## src/rtl/zxdma_sequencer.sv

```systemverilog
// ZX-bus DMA sequencer: turns synchronized ZX DMA strobes into single-byte NGS memory
// transactions at an auto-incrementing pointer, with read prefetch and /WAIT control.
module zxdma_sequencer #(
  parameter int ADDR_W   = 19,
  parameter int SYNC_LEN = 3
) (
  input  logic              cpu_clock,
  input  logic              rst_n,
  input  logic              cfg_wr,
  input  logic [1:0]        cfg_sel,
  input  logic [7:0]        cfg_din,
  output logic [7:0]        cfg_dout,
  output logic              dma_on,
  input  logic              dmaread,
  input  logic              dmawrite,
  input  logic [7:0]        dma_data_written,
  output logic [7:0]        dma_data_toberead,
  output logic              wait_ena,
  output logic              mem_req,
  output logic              mem_rnw,
  output logic [ADDR_W-1:0] mem_addr,
  output logic [7:0]        mem_wdata,
  input  logic [7:0]        mem_rdata,
  input  logic              mem_ack
);

  localparam int HI_W = ADDR_W - 16;

  typedef enum logic [1:0] {
    IDLE     = 2'd0,
    PREFETCH = 2'd1,
    WRITE    = 2'd2
  } state_t;

  state_t              state, state_next;
  logic [ADDR_W-1:0]   ptr, ptr_next;
  logic                incr, valid, stale, overrun;
  logic [SYNC_LEN-1:0] rd_sync, wr_sync;
  logic                rd_end, wr_end;
  logic                ptr_wr, ctrl_wr;
  logic                ptr_inc, event_drop;
  logic                busy;
  logic [7:0]          hi_rd;

  assign ptr_wr  = cfg_wr && (cfg_sel != 2'd3);
  assign ctrl_wr = cfg_wr && (cfg_sel == 2'd3);
  assign busy    = (state != IDLE);

  // NOTE: sequential state uses non-blocking assignments so every flop samples pre-edge values.
  always_ff @(posedge cpu_clock or negedge rst_n) begin
    if (!rst_n) begin
      rd_sync <= '0;
      wr_sync <= '0;
    end else begin
      rd_sync <= {rd_sync[SYNC_LEN-2:0], dmaread};
      wr_sync <= {wr_sync[SYNC_LEN-2:0], dmawrite};
    end
  end

  // End of a ZX cycle is the falling edge seen between the two oldest stages.
  assign rd_end = rd_sync[SYNC_LEN-1] & ~rd_sync[SYNC_LEN-2];
  assign wr_end = wr_sync[SYNC_LEN-1] & ~wr_sync[SYNC_LEN-2];

  always_ff @(posedge cpu_clock or negedge rst_n) begin
    if (!rst_n) state <= IDLE;
    else        state <= state_next;
  end

  // NOTE: every output of a combinational block gets a default first so no latch is inferred.
  always_comb begin
    state_next = state;
    ptr_inc    = 1'b0;
    event_drop = 1'b0;
    case (state)
      IDLE: begin
        if (dma_on) begin
          if (wr_end) begin
            state_next = WRITE;
            event_drop = rd_end;
          end else if (rd_end) begin
            state_next = PREFETCH;
            ptr_inc    = incr;
          end else if (!valid) begin
            state_next = PREFETCH;
          end
        end
      end
      PREFETCH: begin
        event_drop = dma_on && (rd_end || wr_end);
        if (mem_ack) state_next = IDLE;
      end
      WRITE: begin
        event_drop = dma_on && (rd_end || wr_end);
        if (mem_ack) begin
          ptr_inc    = incr;
          state_next = dma_on ? PREFETCH : IDLE;
        end
      end
      default: state_next = IDLE;
    endcase
  end

  // A config write to the pointer overrides the byte it targets, on top of any increment.
  always_comb begin
    ptr_next = ptr;
    if (ptr_inc) ptr_next = ptr + ADDR_W'(1);
    if (ptr_wr) begin
      case (cfg_sel)
        2'd0:    ptr_next[7:0]         = cfg_din;
        2'd1:    ptr_next[15:8]        = cfg_din;
        default: ptr_next[ADDR_W-1:16] = cfg_din[HI_W-1:0];
      endcase
    end
  end

  always_comb begin
    hi_rd            = '0;
    hi_rd[HI_W-1:0]  = ptr[ADDR_W-1:16];
    cfg_dout         = '0;
    case (cfg_sel)
      2'd0:    cfg_dout = ptr[7:0];
      2'd1:    cfg_dout = ptr[15:8];
      2'd2:    cfg_dout = hi_rd;
      default: cfg_dout = {busy, overrun, 4'b0000, incr, dma_on};
    endcase
  end

  always_ff @(posedge cpu_clock or negedge rst_n) begin
    if (!rst_n) begin
      ptr               <= '0;
      dma_on            <= 1'b0;
      incr              <= 1'b0;
      overrun           <= 1'b0;
      valid             <= 1'b0;
      stale             <= 1'b0;
      mem_req           <= 1'b0;
      mem_rnw           <= 1'b1;
      mem_addr          <= '0;
      mem_wdata         <= '0;
      dma_data_toberead <= '0;
      wait_ena          <= 1'b0;
    end else begin
      ptr <= ptr_next;

      if (ctrl_wr) begin
        dma_on  <= cfg_din[0];
        incr    <= cfg_din[1];
        overrun <= 1'b0;
      end
      if (event_drop) overrun <= 1'b1;

      mem_req  <= (state_next != IDLE);
      wait_ena <= (state_next != IDLE);

      // Request fields are latched only on entry so they stay stable until the ack.
      if (state_next == PREFETCH && state != PREFETCH) begin
        mem_rnw  <= 1'b1;
        mem_addr <= ptr_next;
        stale    <= 1'b0;
      end else if (state == PREFETCH && ptr_wr) begin
        stale    <= 1'b1;
      end

      if (state_next == WRITE && state != WRITE) begin
        mem_rnw   <= 1'b0;
        mem_addr  <= ptr;
        mem_wdata <= dma_data_written;
      end

      if (state == PREFETCH && mem_ack) dma_data_toberead <= mem_rdata;

      // A pointer moved during a prefetch leaves the fetched byte unvalidated.
      if (ptr_wr)                                             valid <= 1'b0;
      else if (state == PREFETCH && mem_ack)                  valid <= ~stale;
      else if (state == WRITE && mem_ack)                     valid <= 1'b0;
      else if (state == IDLE && dma_on && rd_end && !wr_end)  valid <= 1'b0;
    end
  end

endmodule

```

## config.mk

```make
export PLATFORM = sky130hd
export DESIGN_NAME = zxdma_sequencer
export DESIGN_NICKNAME = d
export VERILOG_FILES = /design/src/rtl/zxdma_sequencer.sv
export SDC_FILE = /design/constraint.sdc
export NUM_CORES = 1
export LEC_CHECK = 0
export BUFFER_PORTS_ARGS = -buffer_cell sky130_fd_sc_hd__buf_2
export CORE_MARGIN = 1.5
export CORE_UTILIZATION = 49
export DETAILED_ROUTE_END_ITERATION = 10
export PLACE_DENSITY = 0.8
export SLEW_MARGIN = 20
export SYNTH_ARGS = -nofsm -noshare
export SYNTH_HDL_FRONTEND = slang
export SYNTH_SLANG_ARGS = --single-unit
```

## constraint.sdc

```tcl
create_clock -name cpu_clock -period 2.3 [get_ports cpu_clock]
set_input_delay 0.345 -clock cpu_clock [delete_from_list [all_inputs] [get_ports cpu_clock]]
set_output_delay 0.345 -clock cpu_clock [all_outputs]
set_load 0.02 [all_outputs]
```

==> run_results.csv, run 1 <==
group,metric,value,unit
status,status,"completed",
final_layout,final_common_cell,"buf_2",
placed_design,dp.cells,505,
critical_path,worstPathCellList,"buf_4 -> and4b_2 -> buf_4 -> a31o_2 -> and4_1 -> o31a_1 -> a221o_1",
final_layout,fill_cells,588,
global_routing,grt_usage,25.4,%
yosys,async_flop_share,100,%
power,switching_share,41.4,%
detailed_routing,drt_iter0_drc,232,
yosys,yosys_warnings,0,
final_layout,final_cell_area,4600,µm²
placed_design,port-buffer-count,78,
critical_path,criticalPathCategory,"reg -> reg",
yosys,synth-seq-area-share,48.0,%
min_path,hold_end,"rd_sync[0]$_DFF_PN0_",
timing,relSlewSlack,67.3,%
yosys,syn_avg_cell_area,11.0,µm²
yosys,syn_inst,327,
timing,setup_slack,0.0743,ns
timing,finalSetupViolCount,0,
floorplanning,initial_utilization,50.2,%
global_routing,grt_start_max_net_pins,70,
placed_design,gp_congestion,0.943,
global_routing,grt_pass1_vias,3000,
clock_network,cts_buffers,9,
power,power_frac_clock,17.2,%
clock_network,clock-sinks,69,
clock_network,cts_root_buffer,"clkbuf_8",
global_routing,grt.overflow.total,0,
floorplanning,row_count,31,
critical_path,reg2reg_to,"mem_addr[16]$_DFFE_PN0P_",
floorplanning,core_area,7180,µm²
detailed_routing,ant_nets,0,
yosys,synth_top_area_cell,"dfrtp_1",
min_path,min_path_cells,1,
timing,worst_pin_slew,0.490,ns
final_layout,drive_above_1_share,42.8,%
power,p_int,3840,µW
critical_path,reg2reg_depth,7,
critical_path,end_kind,"flip-flop",
timing,min_period,2.23,ns
yosys,yosys_most_used_dff,"dfrtp_1",
timing,fmax,0.449,GHz
yosys,syn_nets,364,
clock_network,insertion_delay,0.36,ns
clock_network,cts_max_level,3,
power,peakVddDrop,903,µV
timing,period_share,96.8,%
power,power_frac_seq,31.4,%
power,power,6550,µW
clock_network,cts_tree,"done",
detailed_routing,vias,3214,
clock_network,clockBufferDepth,2,
final_layout,mostFrequentLayoutCells,"buf_2 (79), dfrtp_1 (67), nor2_1 (22), buf_4 (22)",
global_routing,grt_first_pass_wirelength,14900,µm
yosys,synth_area,3600,µm²
critical_path,cpMostUsedCell,"buf_4",
yosys,ys_types,66,
critical_path,worstPathArrival,2.47,ns
yosys,synth.area.top_cells,"dfrtp_1 (47%), mux2_2 (5.6%), a221o_1 (5.0%), a31oi_1 (3.0%), and3_1 (2.6%)",
critical_path,reg2reg_slack,0.07,ns
placed_design,hpwl,6490,µm
placed_design,place_ws,-0.0628,ns
min_path,hold_class,"in -> reg",
critical_path,worstReg2RegStart,"dma_on$_DFFE_PN0P_",
final_layout,multi_input_area,1860,µm²
critical_path,max_stage_delay,0.43,ns
yosys,ys_ff_latch,69,
timing,maxSlewViolCount,0,
power,pwr_density_cell,1420,nW/µm²
floorplanning,io-pin-count,79,
yosys,synth_edf_count,0,
detailed_routing,drc_errors,0,
final_layout,final-seq-area,1730,µm²
detailed_routing,vias_per_cell,6.08,
final_layout,area_growth,27.8,%
floorplanning,die_w,88.7,µm
flow_run,maxCapViolCount,0,
timing,skew,0.00547,ns
min_path,hold_path.startpoint,"dmaread",
critical_path,startpoint_type,"flip-flop",
critical_path,cpMaxStageDelayCell,"dfrtp_1",
timing,hold_viol,0,
detailed_routing,wl_per_cell,18.3,µm
floorplanning,chipHeight,88.7,µm
critical_path,worst_ep_required_time,2.54,ns
detailed_routing,wl,9670,µm
floorplanning,die_area,7870,µm²
critical_path,worst-path-buf-inv,2,
yosys,yosys.area.top_type_share,47.3,%
placed_design,place_area,4150,µm²
final_layout,instances_no_fill,529,
final_layout,fin_nets,462,
detailed_routing,drtPass1Iterations,5,
clock_network,path_clk_slew,0.08,ns
critical_path,worstPathMaxFanout,9,
power,switching_power,2720,µW
power,p_comb_share,51.4,%
power,p_leak,0.00206,µW
critical_path,crit_family,"compound AO/OA/AOI/OAI gates",
final_layout,antenna_cells,0,
global_routing,antenna_found_initial,0,
[metal layers]
| metal | vias to the layer above | track usage (%) | share of wire, % |
|---|---|---|---|
| li1 | 1457 | - | - |
| met1 | 1563 | 32.3 | 42 |
| met2 | 165 | 39.7 | 47 |
| met3 | 29 | 7.37 | 8.2 |
| met4 | 0 | 12.5 | 2.9 |
| met5 | - | 0 | 0 |
[power by group through the flow]
| stage | clock (µW) | combinational, µW | sequential (µW) |
|---|---|---|---|
| after floorplan | 0 | 1690 | 2420 |
| after global placement | 0 | 3000 | 2040 |
| after detailed placement | 0 | 3080 | 2050 |
| after CTS | 1140 | 3200 | 2050 |
| after global routing | 1190 | 3640 | 2110 |
| final | 1130 | 3370 | 2060 |
[logic make-up after synthesis]
logic type / synth area share [%]
flip-flops: 48.0
multiplexers: 8.55
buffers and inverters: 4.55
AO/OA/AOI/OAI: 17.8
XOR/XNOR: 0.243
adder cells (fa/ha/maj): 1.74
AND/OR/NAND/NOR: 19.1
[timing repair]
| action | in CTS | in global routing |
|---|---|---|
| pin swaps | 3 | 3 |
| hold endpoints to repair | 0 | 1 |
| gates resized for setup | 13 | 19 |
| buffers inserted | 3 | 2 |
| endpoints found under the setup margin | 18 | 16 |
| hold buffers | 0 | 1 |
| gates cloned | 2 | 0 |
[state kept, by name, indices dropped and copies added, names as in the netlist]
| signal | cells |
|---|---|
| ptr | 19 |
| dma_on | 1 |
| wr_sync | 3 |
| dma_data_toberead | 8 |
| state | 2 |
| stale | 1 |
| mem_req | 1 |
| mem_rnw | 1 |
| mem_wdata | 8 |
| valid | 1 |
| overrun | 1 |
| incr | 1 |
| rd_sync | 3 |
| mem_addr | 19 |
[synthesized netlist by cell type (5+ instances only)]
master / number
nor3_1: 5
dfrtp_1: 68
a221o_1: 18
mux2i_1: 6
clkbuf_1: 7
nor2_1: 22
o31ai_1: 8
or4_1: 6
and3_1: 15
nand2_1: 15
o21ai_0: 11
nand2b_1: 5
mux2_2: 18
inv_1: 10
nand3_1: 10
or3_1: 6
ha_1: 5
a31oi_1: 17
[worst max path at each step]
stage | from | depth (start not counted) | slack [ns] | endpoint
after floorplan | state[0]$_DFF_PN0_ | 8 | 0.02 | mem_addr[17]$_DFFE_PN0P_
after global placement | state[0]$_DFF_PN0_ | 7 | 0.01 | mem_addr[12]$_DFFE_PN0P_
after detailed placement | state[0]$_DFF_PN0_ | 8 | -0.06 | mem_addr[12]$_DFFE_PN0P_
after CTS | state[0]$_DFF_PN0_ | 8 | 0.005 | mem_addr[7]$_DFFE_PN0P_
after global routing | state[0]$_DFF_PN0_ | 8 | -0.002 | mem_addr[10]$_DFFE_PN0P_
final | dma_on$_DFFE_PN0P_ | 7 | 0.07 | mem_addr[16]$_DFFE_PN0P_
[worst reg2reg max path, stage by stage, from the launching register on]
cell and delay (ns):
dfrtp_1 0.43, buf_4 0.17, and4b_2 0.27, buf_4 0.15, a31o_2 0.32, and4_1 0.20
o31a_1 0.25, a221o_1 0.32
[layout make-up]
type                       count  area share, %
clock buffer                  11           3.07
clock inverter                 5           1.82
inverter                      10          0.816
multi-input combinational    229           40.3
sequential                    69           37.6
tap                           99           2.69
timing repair buffer         106           13.7
[per-stage QoR]
| stage | setup TNS [ns] | hold slack (ns) | util, % |
|---|---|---|---|
| after floorplan | 0 | 0.0494 | - |
| after global placement | 0 | 0.333 | 57.9 |
| after detailed placement | -0.909 | 0.340 | 57.9 |
| after CTS | 0 | 0.00974 | 62.3 |
| after global routing | -0.00153 | 0.0640 | 64.1 |
| final | 0 | 0.0906 | 64.1 |
(Power assumes the default switching activity.)
==> run 2: changes to the inputs <==
--- a/config.mk
+++ b/config.mk
@@ -5,7 +5,7 @@
 export SDC_FILE = /design/constraint.sdc
 export NUM_CORES = 1
 export LEC_CHECK = 0
-export BUFFER_PORTS_ARGS = -buffer_cell sky130_fd_sc_hd__buf_2
+export BUFFER_PORTS_ARGS = -buffer_cell sky130_fd_sc_hd__buf_4
 export CORE_MARGIN = 1.5
 export CORE_UTILIZATION = 49
 export DETAILED_ROUTE_END_ITERATION = 10
==> run_results.csv, run 2 (synthesized netlist as in run 1, its figures left out) <==
group,metric,value,unit
status,status,"completed",
placed_design,place_ws,-0.100,ns
timing,fmax,0.443,GHz
power,p_leak,0.00208,µW
floorplanning,initial_utilization,50.2,%
floorplanning,io-pin-count,79,
global_routing,grt_start_max_net_pins,70,
final_layout,final_cell_area,4640,µm²
placed_design,place_area,4370,µm²
clock_network,cts_buffers,9,
final_layout,fill_cells,605,
clock_network,path_clk_slew,0.07,ns
critical_path,worstReg2RegStart,"state[1]$_DFF_PN0_",
timing,worst_pin_slew,0.857,ns
placed_design,port-buffer-count,78,
critical_path,criticalPathCategory,"reg -> reg",
final_layout,mostFrequentLayoutCells,"buf_4 (104), dfrtp_1 (68), nor2_1 (22)",
timing,period_share,98.2,%
floorplanning,die_area,7870,µm²
clock_network,insertion_delay,0.35,ns
min_path,hold_class,"in -> async",
critical_path,reg2reg_depth,8,
critical_path,reg2reg_slack,0.04,ns
timing,maxSlewViolCount,0,
clock_network,cts_tree,"done",
detailed_routing,drt_iter0_drc,168,
timing,min_period,2.26,ns
timing,rsz0062_at_grt,"true",
detailed_routing,vias,3178,
clock_network,cts_root_buffer,"clkbuf_8",
critical_path,end_kind,"flip-flop",
clock_network,cts_max_level,3,
timing,finalSetupViolCount,0,
timing,setup_slack,0.0418,ns
global_routing,grt_pass1_vias,3122,
timing,hold_viol,0,
floorplanning,row_count,31,
floorplanning,core_area,7180,µm²
detailed_routing,drc_errors,0,
timing,skew,0.0122,ns
final_layout,utilization,64.7,%
detailed_routing,drtPass1Iterations,5,
clock_network,clockBufferDepth,2,
power,peakVddDrop,779,µV
final_layout,reg_top3,"mem_addr x19, ptr x19",
critical_path,worst_ep_required_time,2.54,ns
power,pwr_density_cell,1390,nW/µm²
placed_design,gp_congestion,0.989,
critical_path,worstPathMaxFanout,12,
critical_path,crit_start,"state[1]$_DFF_PN0_",
final_layout,drive_above_1_share,40.4,%
clock_network,clock-sinks,69,
final_layout,area_growth,28.9,%
global_routing,grt_usage,25.8,%
critical_path,worstPathArrival,2.50,ns
detailed_routing,ant_nets,0,
final_layout,fin_nets,460,
placed_design,hpwl,6640,µm
flow_run,maxCapViolCount,0,
critical_path,reg2reg_to,"mem_addr[17]$_DFFE_PN0P_",
detailed_routing,wl_per_cell,18.0,µm
global_routing,grt_first_pass_wirelength,15200,µm
final_layout,antenna_cells,0,
floorplanning,die_w,88.7,µm
critical_path,startpoint_type,"flip-flop",
final_layout,final_common_cell,"buf_4",
timing,relSlewSlack,42.9,%
detailed_routing,wl,9470,µm
global_routing,antenna_found_initial,0,
global_routing,grt.overflow.total,0,
detailed_routing,vias_per_cell,6.03,
floorplanning,chipHeight,88.7,µm
run 2: changes by cell type in the layout (fill, tap and decap cells not counted), moves of 2 or more:
cell       change
bufinv_16      -2
buf_12         -2
o31ai_2        -2
buf_2         -79
a31oi_1        +2
clkbuf_1       +2
a31oi_4        -2
clkbuf_8       +2
o31ai_1        +2
buf_4         +82
run 2: worst max-delay path by stage:
stage	end	slack, ns
3_5_place_dp	mem_addr[17]$_DFFE_PN0P_	-0.10
2_1_floorplan	mem_addr[17]$_DFFE_PN0P_	0.02
5_1_grt	mem_addr[8]$_DFFE_PN0P_	-0.04
6_report	mem_addr[17]$_DFFE_PN0P_	0.04
3_3_place_gp	mem_addr[8]$_DFFE_PN0P_	0.02
4_1_cts	mem_addr[17]$_DFFE_PN0P_	-0.009
run 2: critical path, cell delays in order (launching register included):
cell and delay [ns]:
dfrtp_1 0.38, buf_4 0.16, ha_2 0.24, and3_1 0.22, a31oi_2 0.06, buf_4 0.20
o31a_1 0.29, o31a_1 0.26, a221o_1 0.33
run 2: per-layer routing:
layer / track usage [%] / up-vias / wire, µm
li1: - / 1456 / -
met1: 33.3 / 1544 / 4110
met2: 41.0 / 146 / 4440
met3: 5.50 / 32 / 586
met4: 12.9 / 0 / 331
met5: 0 / - / 0
run 2: metrics by stage:
step,hold slack [ns],TNS [ns],instances,total power [µW]
4_1_cts,0.0909,-0.00911,526,6450
5_1_grt,0.0858,-0.151,527,6890
3_5_place_dp,0.335,-1.55,510,5440
3_3_place_gp,0.332,0,510,5350
2_1_floorplan,0.0494,0,327,4110
6_report,0.0787,0,527,6470
run 2: final cells by class:
class	instances	area [µm²]	share of cell area [%]
Multi-Input combinational cell	229	1790	38.5
Sequential cell	69	1730	37.2
Timing Repair Buffer	104	781	16.8
Clock buffer	15	176	3.80
Tap cell	99	124	2.67
Inverter	10	37.5	0.808
Clock inverter	1	7.51	0.162
run 2: what timing repair did:
action | CTS | global route
endpoints found under the setup margin | 18 | 17
hold buffers | 0 | 0
pin swaps | 0 | 3
gates resized for setup | 5 | 11
setup buffers | 0 | 1
run 2: power by group:
group | total [µW] | switching (µW) | internal (µW) | leakage [µW]
registers | 2050 | 340 | 1710 | 0.000805
logic | 3500 | 1870 | 1640 | 0.00118
clock network | 925 | 443 | 482 | 0.0000900
